File: config.mk
export PLATFORM = sky130hd
export DESIGN_NAME = it_seq_unit
export DESIGN_NICKNAME = d
export VERILOG_FILES = /design/src/rtl/it_seq_unit.sv
export SDC_FILE = /design/constraint.sdc
export NUM_CORES = 1
export LEC_CHECK = 0
export CORE_AREA = 2 2 78 80
export DETAILED_ROUTE_END_ITERATION = 16
export DIE_AREA = 0 0 80 82
export PLACE_DENSITY = 0.73
export SYNTH_ARGS = -nofsm -noshare
export SYNTH_HDL_FRONTEND = slang
export SYNTH_SLANG_ARGS = --single-unit
File: constraint.sdc
create_clock -name clk -period 2.11 [get_ports clk]
set_input_delay 0.422 -clock clk [delete_from_list [all_inputs] [get_ports clk]]
set_output_delay 0.422 -clock clk [all_outputs]
set_load 0.03 [all_outputs]
File: src/rtl/it_seq_unit.sv
// it_seq_unit: Thumb-2 IT-block sequencer for a multi-issue decode stage.
// Owns ITSTATE, evaluates each slot's condition against APSR and marks
// slots that must execute as NOP. Saves ITSTATE on exception entry and
// restores it on exception return.
//
// Ports:
//   clk, rst_n                 clock, asynchronous active-low reset
//   it_valid, it_imm           slot 0 holds an IT instruction ({firstcond, mask})
//   ins_valid, flag_wr         per-slot non-IT instruction / writes APSR flags
//   apsr                       {N,Z,C,V,Q}
//   exc_entry, exc_return      exception entry / return pulses
//   flush                      taken branch out of an IT block
//   slot_accept                per-slot consumed this cycle
//   slot_cond                  per-slot effective condition (4 bits each)
//   slot_skip                  per-slot execute as NOP
//   slot_last                  per-slot last instruction of its IT block
//   in_it, itstate             architectural ITSTATE and its in-block flag
//   stk_full, stk_empty        save-stack status
//   err                        sticky {underflow, overflow, bad IT}

// Per-slot condition evaluation and one-step ITSTATE advance.
module it_seq_slot (
    input  logic [7:0] s,
    input  logic [4:0] apsr,
    output logic [3:0] cond,
    output logic       skip,
    output logic       last,
    output logic       active,
    output logic [7:0] s_adv
);
    logic n, z, c, v, pass, base;
    logic unused_q;

    assign n = apsr[4];
    assign z = apsr[3];
    assign c = apsr[2];
    assign v = apsr[1];
    assign unused_q = apsr[0];

    assign active = |s[3:0];
    assign cond   = active ? s[7:4] : 4'b1110;
    assign last   = (s[3:0] == 4'b1000);
    // Advancing shifts the mask (and firstcond LSB) left; an exhausted
    // block collapses to zero.
    assign s_adv  = (s[2:0] == 3'b000) ? 8'h00 : {s[7:5], s[3:0], 1'b0};

    always_comb begin
        base = 1'b1;
        case (cond[3:1])
            3'b000:  base = z;
            3'b001:  base = c;
            3'b010:  base = n;
            3'b011:  base = v;
            3'b100:  base = c & ~z;
            3'b101:  base = (n == v);
            3'b110:  base = (n == v) & ~z;
            default: base = 1'b1;
        endcase
        pass = (cond[0] && cond != 4'hF) ? ~base : base;
    end

    assign skip = active & ~pass;
endmodule

module it_seq_unit #(
    parameter int ISSUE_W    = 2,
    parameter int SAVE_DEPTH = 4
) (
    input  logic                   clk,
    input  logic                   rst_n,
    input  logic                   it_valid,
    input  logic [7:0]             it_imm,
    input  logic [ISSUE_W-1:0]     ins_valid,
    input  logic [ISSUE_W-1:0]     flag_wr,
    input  logic [4:0]             apsr,
    input  logic                   exc_entry,
    input  logic                   exc_return,
    input  logic                   flush,
    output logic [ISSUE_W-1:0]     slot_accept,
    output logic [4*ISSUE_W-1:0]   slot_cond,
    output logic [ISSUE_W-1:0]     slot_skip,
    output logic [ISSUE_W-1:0]     slot_last,
    output logic                   in_it,
    output logic [7:0]             itstate,
    output logic                   stk_full,
    output logic                   stk_empty,
    output logic [2:0]             err
);
    localparam int AW = $clog2(SAVE_DEPTH);
    localparam int CW = AW + 1;

    logic [7:0]           st [ISSUE_W+1];
    logic [ISSUE_W-1:0]   act, skp, lst, acc, skip_all;
    logic [4*ISSUE_W-1:0] cnd;
    logic                 blocked, it_bad, it_load, fw_older;
    logic [7:0]           adv;
    logic [7:0]           stk [SAVE_DEPTH];
    logic [CW-1:0]        cnt, cnt_dec;
    logic                 unused_fw;

    // Slot i sees ITSTATE advanced i times.
    assign st[0] = itstate;
    for (genvar i = 0; i < ISSUE_W; i++) begin : g_slot
        it_seq_slot u_slot (
            .s      (st[i]),
            .apsr   (apsr),
            .cond   (cnd[4*i +: 4]),
            .skip   (skp[i]),
            .last   (lst[i]),
            .active (act[i]),
            .s_adv  (st[i+1])
        );
    end

    assign blocked = exc_entry | exc_return | flush;
    // IT inside an IT block or with an empty mask executes as NOP.
    assign it_bad  = it_valid & (act[0] | (it_imm[3:0] == 4'h0));
    assign it_load = acc[0] & it_valid & ~it_bad;
    // The youngest slot's flag write only affects the following cycle.
    assign unused_fw = flag_wr[ISSUE_W-1];

    always_comb begin
        acc      = '0;
        fw_older = 1'b0;
        acc[0]   = (ins_valid[0] | it_valid) & ~blocked;
        for (int i = 1; i < ISSUE_W; i++) begin
            fw_older = fw_older | flag_wr[i-1];
            // A conditional slot must see flags written by an older slot.
            acc[i] = acc[i-1] & ~it_valid & ins_valid[i] & ~(act[i] & fw_older);
        end
    end

    // Accepts form a thermometer code, so the last accepted slot picks
    // how far ITSTATE advances.
    always_comb begin
        adv = st[0];
        for (int i = 0; i < ISSUE_W; i++)
            if (acc[i]) adv = st[i+1];
    end

    always_comb begin
        skip_all    = skp;
        skip_all[0] = skp[0] | it_bad;
    end

    assign stk_full  = (cnt == CW'(SAVE_DEPTH));
    assign stk_empty = (cnt == '0);
    assign cnt_dec   = cnt - CW'(1);

    always_ff @(posedge clk or negedge rst_n) begin
        if (!rst_n) begin
            itstate <= 8'h00;
            cnt     <= '0;
            err     <= 3'b000;
            for (int k = 0; k < SAVE_DEPTH; k++) stk[k] <= 8'h00;
        end else if (exc_entry) begin
            itstate <= 8'h00;
            if (stk_full) begin
                err[1] <= 1'b1;
            end else begin
                stk[cnt[AW-1:0]] <= itstate;
                cnt              <= cnt + CW'(1);
            end
        end else if (exc_return) begin
            if (stk_empty) begin
                err[2]  <= 1'b1;
                itstate <= 8'h00;
            end else begin
                itstate <= stk[cnt_dec[AW-1:0]];
                cnt     <= cnt_dec;
            end
        end else if (flush) begin
            itstate <= 8'h00;
        end else if (it_load) begin
            itstate <= it_imm;
        end else begin
            itstate <= adv;
            if (acc[0] & it_bad) err[0] <= 1'b1;
        end
    end

    // Slot outputs are held at zero while reset is asserted.
    assign slot_accept = rst_n ? acc      : '0;
    assign slot_cond   = rst_n ? cnd      : '0;
    assign slot_skip   = rst_n ? skip_all : '0;
    assign slot_last   = rst_n ? lst      : '0;
    assign in_it       = act[0];
endmodule

## Word-level counts from Yosys, hierarchy flattened

Cells that the tools add are included.
W data, S select, Z words.

| cells by class | value |
|---|---|
| order comparisons | 3 |
| muxes and demuxes | 29 |
| add/subtract/negate cells | 2 |
| bitwise gates (word level) | 34 |
| reductions and logical operators | 18 |
| eq/ne operators | 20 |

Operators with widths:

| cell | count |
|---|---|
| $mux W8 | 13 |
| $bwmux W32 | 1 |
| $eq A3 B3 Y1 const B | 7 |
| $bmux W8 S2 | 1 |
| $demux W8 S2 | 1 |
| $logic_not A3 Y1 | 5 |
| $not A1 Y1 | 14 |
| $pmux W1 S7 | 2 |
| $and A1 B1 Y1 | 13 |
| $eq A3 B2 Y1 const B | 4 |
| $mux W3 | 4 |
| $eq A4 B4 Y1 const B | 2 |
| $mux W4 | 2 |
| $ne A4 B4 Y1 const B | 2 |
| $reduce_or A4 Y1 | 2 |
| $eq A3 B1 Y1 const B | 2 |
| $ge A3 B3 Y1 const B | 2 |
| $mux W2 | 3 |
| $not A2 Y3 | 2 |
| $reduce_and A3 Y1 | 2 |
| $reduce_bool A6 Y1 | 1 |
| $or A1 B1 Y1 | 5 |
| $reduce_and A5 Y1 | 1 |
| $logic_not A4 Y1 | 1 |
| other kinds (9) | 14 |

| storage, ports and cells | value |
|---|---|
| output and inout bits | 28 |
| logic and storage cells | 115 |
| register bits | 46 |

## Logic depth before layout (Yosys ltp)

| logic depth | value |
|---|---|
| word-level depth | 12 |
| depth in mapped cells | 9 |

## Modules after synthesis

Synthesis repeated with hierarchy kept, for this count alone.

| unflattened totals | value |
|---|---|
| cell total of the unflattened synthesis | 264 |
| area total of the unflattened synthesis | 2850.2 um^2 |

Modules (own cells, without submodules):

| module | area an instance (um^2) | sequential area each (um^2) | times used | cells an instance |
|---|---|---|---|---|
| it_seq_unit | 2409.8 | 1151.1 | 1 | 196 |
| it_seq_slot | 220.2 | 0.0 | 2 | 34 |

## Least setup slack after synthesis

Ideal clock, no wire load.

| path | value |
|---|---|
| path type | register -> output |
| start point | reg itstate[5] |
| end point | out slot_skip[0] |
| stages on the path, launching flop included | 5 |
| arrival | 2.331 ns |
| buffers on the path | 0 |
| setup slack | -0.643 ns |
| path through | dfrtp_1 > or4b_2 > a31oi_1 > xor2_1 > o31ai_1 |

| on the way | value |
|---|---|
| word-level cells in the longest chain between the ends | 9 |

RTL lines:

| element | line | source |
|---|---|---|
| start, declared | 84 | `output logic [7:0] itstate,` |
| start signal, assigned | 169 | `itstate <= stk[cnt_dec[AW-1:0]];` |
| start signal, assigned | 175 | `itstate <= it_imm;` |
| start signal, assigned | 177 | `itstate <= adv;` |
| $mux W4 * | 41 | `assign cond = active ? s[7:4] : 4'b1110;` |
| $eq A3 B3 Y1 (tied with other cells) | 49 | `case (cond[3:1])` |
| $pmux W1 S7 | 49 |  |
| $not A1 Y1 | 59 | `pass = (cond[0] && cond != 4'hF) ? ~base : base;` |
| $mux W1 * | 59 |  |
| $not A1 Y1 * | 62 | `assign skip = active & ~pass;` |
| $and A1 B1 Y1 * | 62 |  |
| $or A1 B1 Y1 * | 143 | `skip_all[0] = skp[0] \| it_bad;` |
| $mux W2 * | 185 | `assign slot_skip = rst_n ? skip_all : '0;` |
| end, declared | 81 | `output logic [ISSUE_W-1:0] slot_skip,` |

Mark *: on every way between the ends. The rest lies on a longest branch, timed or not.

## Worst setup path in the final report

Ends and elaborated chain as after synthesis.

==> out/qor.yml <==
die_w_um: 80
whs_ns: 0.1580
cts_tree: "yes"
async_reset_ff_share_pct: 100.0
numClockSinks: 46
synth-xor-area-share_pct: 1.019
area_delta_synth_final_pct: 39.47
syn_inst: 234
netlist_top_cells_count: "dfrtp_1 (46), mux2_2 (28), nand2_1 (25)"
port_buffers: 48
synth_edf_count: 0
dr.pass1.iters: 4
grt_pass1_wl_um: 10650
status: "finished, violations left"
cts_root_buffer: "clkbuf_8"
cts_buffers: 5
cts_max_level: 2
fin_ws_ns: -0.2912
nets: 349
period_minus_slack_ns: 2.401
synth_compound_area_share_pct: 11.36
ir_drop_mv: 0.8767
die_h_um: 82
io_pins: 51
min_path_type: "in -> async"
relSlewSlack_pct: 72.90
antenna_found_initial: 0
path_max_fanout: 5
path_clk_slew_ns: 0.08
drt_iter0_markers: 75
gp_congestion: 0.8571
ys.flop_type: "dfrtp_1"
maxCapViolations: 0
synthAdderAreaFrac_pct: 2.427
crit_slowest_cell: "or4b_4"
gr-total-overflow: 0
fin_util_pct: 62.57
hold_viol_final: 0
first_global_vias: 2212
ys_seq_elements: 46
routed_via_density: 5.428
synth_cell_types: 49
path_cells: "or4b_4, a31oi_4, xor2_2, o31ai_4, buf_6"
ant_nets: 0
place_ws_ns: -0.5009
synth_mux_area_share_pct: 21.26
dp_hpwl_um: 4966
cp.arrival_ns: 1.98
die_area_mm2: 0.006560
yosys.area.top_type: "dfrtp_1"
grt_usage_pct: 21.48
synth_fp_nets: 262
synthTopCellsByArea: "dfrtp_1 (45%), mux2_2 (12%), mux4_2 (7.9%), nand2_1 (3.6%), ha_1 (2.4%)"
power_density_mw_per_mm2: 972.3
failed_checks: "setup timing"
p_leak_nw: 1.701
syn_avg_cell_area_um2: 11.01
ys_seq_area_share_pct: 44.66
vias: 2155
synthSimpleGateAreaFrac_pct: 15.19
grt_max_degree: 19
end_kind: "output port"
path_class: "reg -> out"
wl_per_cell_um: 16.52
cts_buffer_depth: 2
start_kind: "flip-flop"
total_power_mw: 3.495
fin_crit_sh_pct: 113.8
synth_top_area_share_pct: 44.66
start_util_pct: 44.86
yosysMostFrequentCell: "dfrtp_1"
synth_warnings: 0
design.core.area_mm2: 0.005746
clock.fmax_ghz: 0.4165
antenna_cells: 0
drive_gt1_share_pct: 39.75
cp_num_buf_inv: 1
row_count: 28
slew_viol_final: 0
cp.required_ns: 1.69
clk_latency_ns: 0.30
critical-path-top-delay-family: "simple AND/OR/NAND/NOR gates"
finalClockSkew_ns: 0.006247
r2r_slack_ns: 0.25
setup_viol: 3
drc: 0
synth_top_family_by_area: "multiplexers"
rsz0062_at_grt: "yes"
finalSetupTns_ns: -0.4420
syn_area_mm2: 0.002577
worstMarginPinSlew_ns: 0.4012
finalWirelength_um: 6557
max_stage_delay_ns: 0.58
-- routing by layer --
layer / GRT usage, % / part of all wire (%) / up-vias
met5: 0 / 0 / -
met4: 6.102 / 1.1 / 0
met3: 4.066 / 4.6 / 6
met2: 38.50 / 52 / 58
met1: 26.53 / 42 / 1058
li1: - / - / 1033
-- cell families (layout without fill, tap and decap cells) --
logic type,Yosys count,in the layout
AO/OA/AOI/OAI,43,43
adder cells (fa/ha/maj),5,5
buffers and inverters,23,111
AND/OR/NAND/NOR,74,74
multiplexers,40,40
flip-flops,46,46
XOR/XNOR,3,3
-- power breakdown --
part	switching [mW]	leakage [nW]	total (mW)	internal, mW
Clock	0.290	0.0482	0.554	0.264
Sequential	0.134	0.614	1.24	1.10
Combinational	0.874	1.04	1.70	0.829
Total	1.30	1.70	3.50	2.20
-- final timing paths --
check                      depth (start not counted)            to  startpoint
setup / recovery                                   5  slot_skip[0]  itstate[5]
hold / removal                                     2    itstate[3]       rst_n
setup reg to reg                                   8    itstate[6]  itstate[2]
hold reg to reg                                    1        err[1]      err[1]
max in group asynchronous                          2       stk[30]       rst_n
min in group clk                                   1        err[1]      err[1]
-- worst register-to-register path: stages, from the launching register on --
cell     delay [ns]
dfrtp_1        0.42
nor4_4         0.29
buf_4          0.20
o41ai_1        0.10
buf_4          0.15
nor3_1         0.30
buf_4          0.19
a22oi_1        0.08
nand2_1        0.06
-- layout make-up --
class / instances / area (um^2)
well taps: 75 / 93.84
clock buffers: 7 / 86.33
inverters: 8 / 30.03
repair buffers: 95 / 793.3
multi-input cells: 165 / 1431
fillers: 473 / 2151
flip-flops and latches: 46 / 1155
clock inverters: 1 / 5.005
-- sequential cells by signal, summed over array words and instances, names as in the netlist --
name and count:
err 3, stk 32, itstate 8, cnt 3
-- placed cells by master, fill, tap and decap left out, types with 2 or more instances in the layout --
| master | n |
|---|---|
| a211oi_1 | 2 |
| a21oi_1 | 4 |
| a22oi_1 | 4 |
| a31o_2 | 2 |
| a31oi_1 | 3 |
| and2_1 | 2 |
| and3_1 | 3 |
| buf_4 | 57 |
| buf_6 | 3 |
| clkbuf_8 | 6 |
| clkdlybuf4s50_1 | 25 |
| dfrtp_1 | 43 |
| dfrtp_2 | 3 |
| dlygate4sd2_1 | 7 |
| ha_1 | 5 |
| inv_1 | 7 |
| mux2_2 | 28 |
| mux2i_1 | 3 |
| mux4_2 | 9 |
| nand2_1 | 24 |
| nand3_1 | 5 |
| nand3b_1 | 2 |
| nor2_1 | 12 |
| nor2b_1 | 2 |
| nor3_1 | 4 |
| o21a_1 | 5 |
| o21ai_0 | 9 |
| o41ai_1 | 2 |
| xnor2_1 | 2 |
-- timing repair --
item | 4_1_cts | 5_1_grt
resized for setup | 21 | 13
setup endpoints to repair | 8 | 8
setup buffers | 3 | 0
pin swaps | 5 | 3
hold buffers | 0 | 0
-- stage by stage --
stage               cell area [um^2]  std cells
global route                    3595        397
global placement                3395        386
finish                          3595        397
CTS                             3556        397
floorplan                       2606        234
detailed placement              3395        386
(Power assumes the default switching activity.)
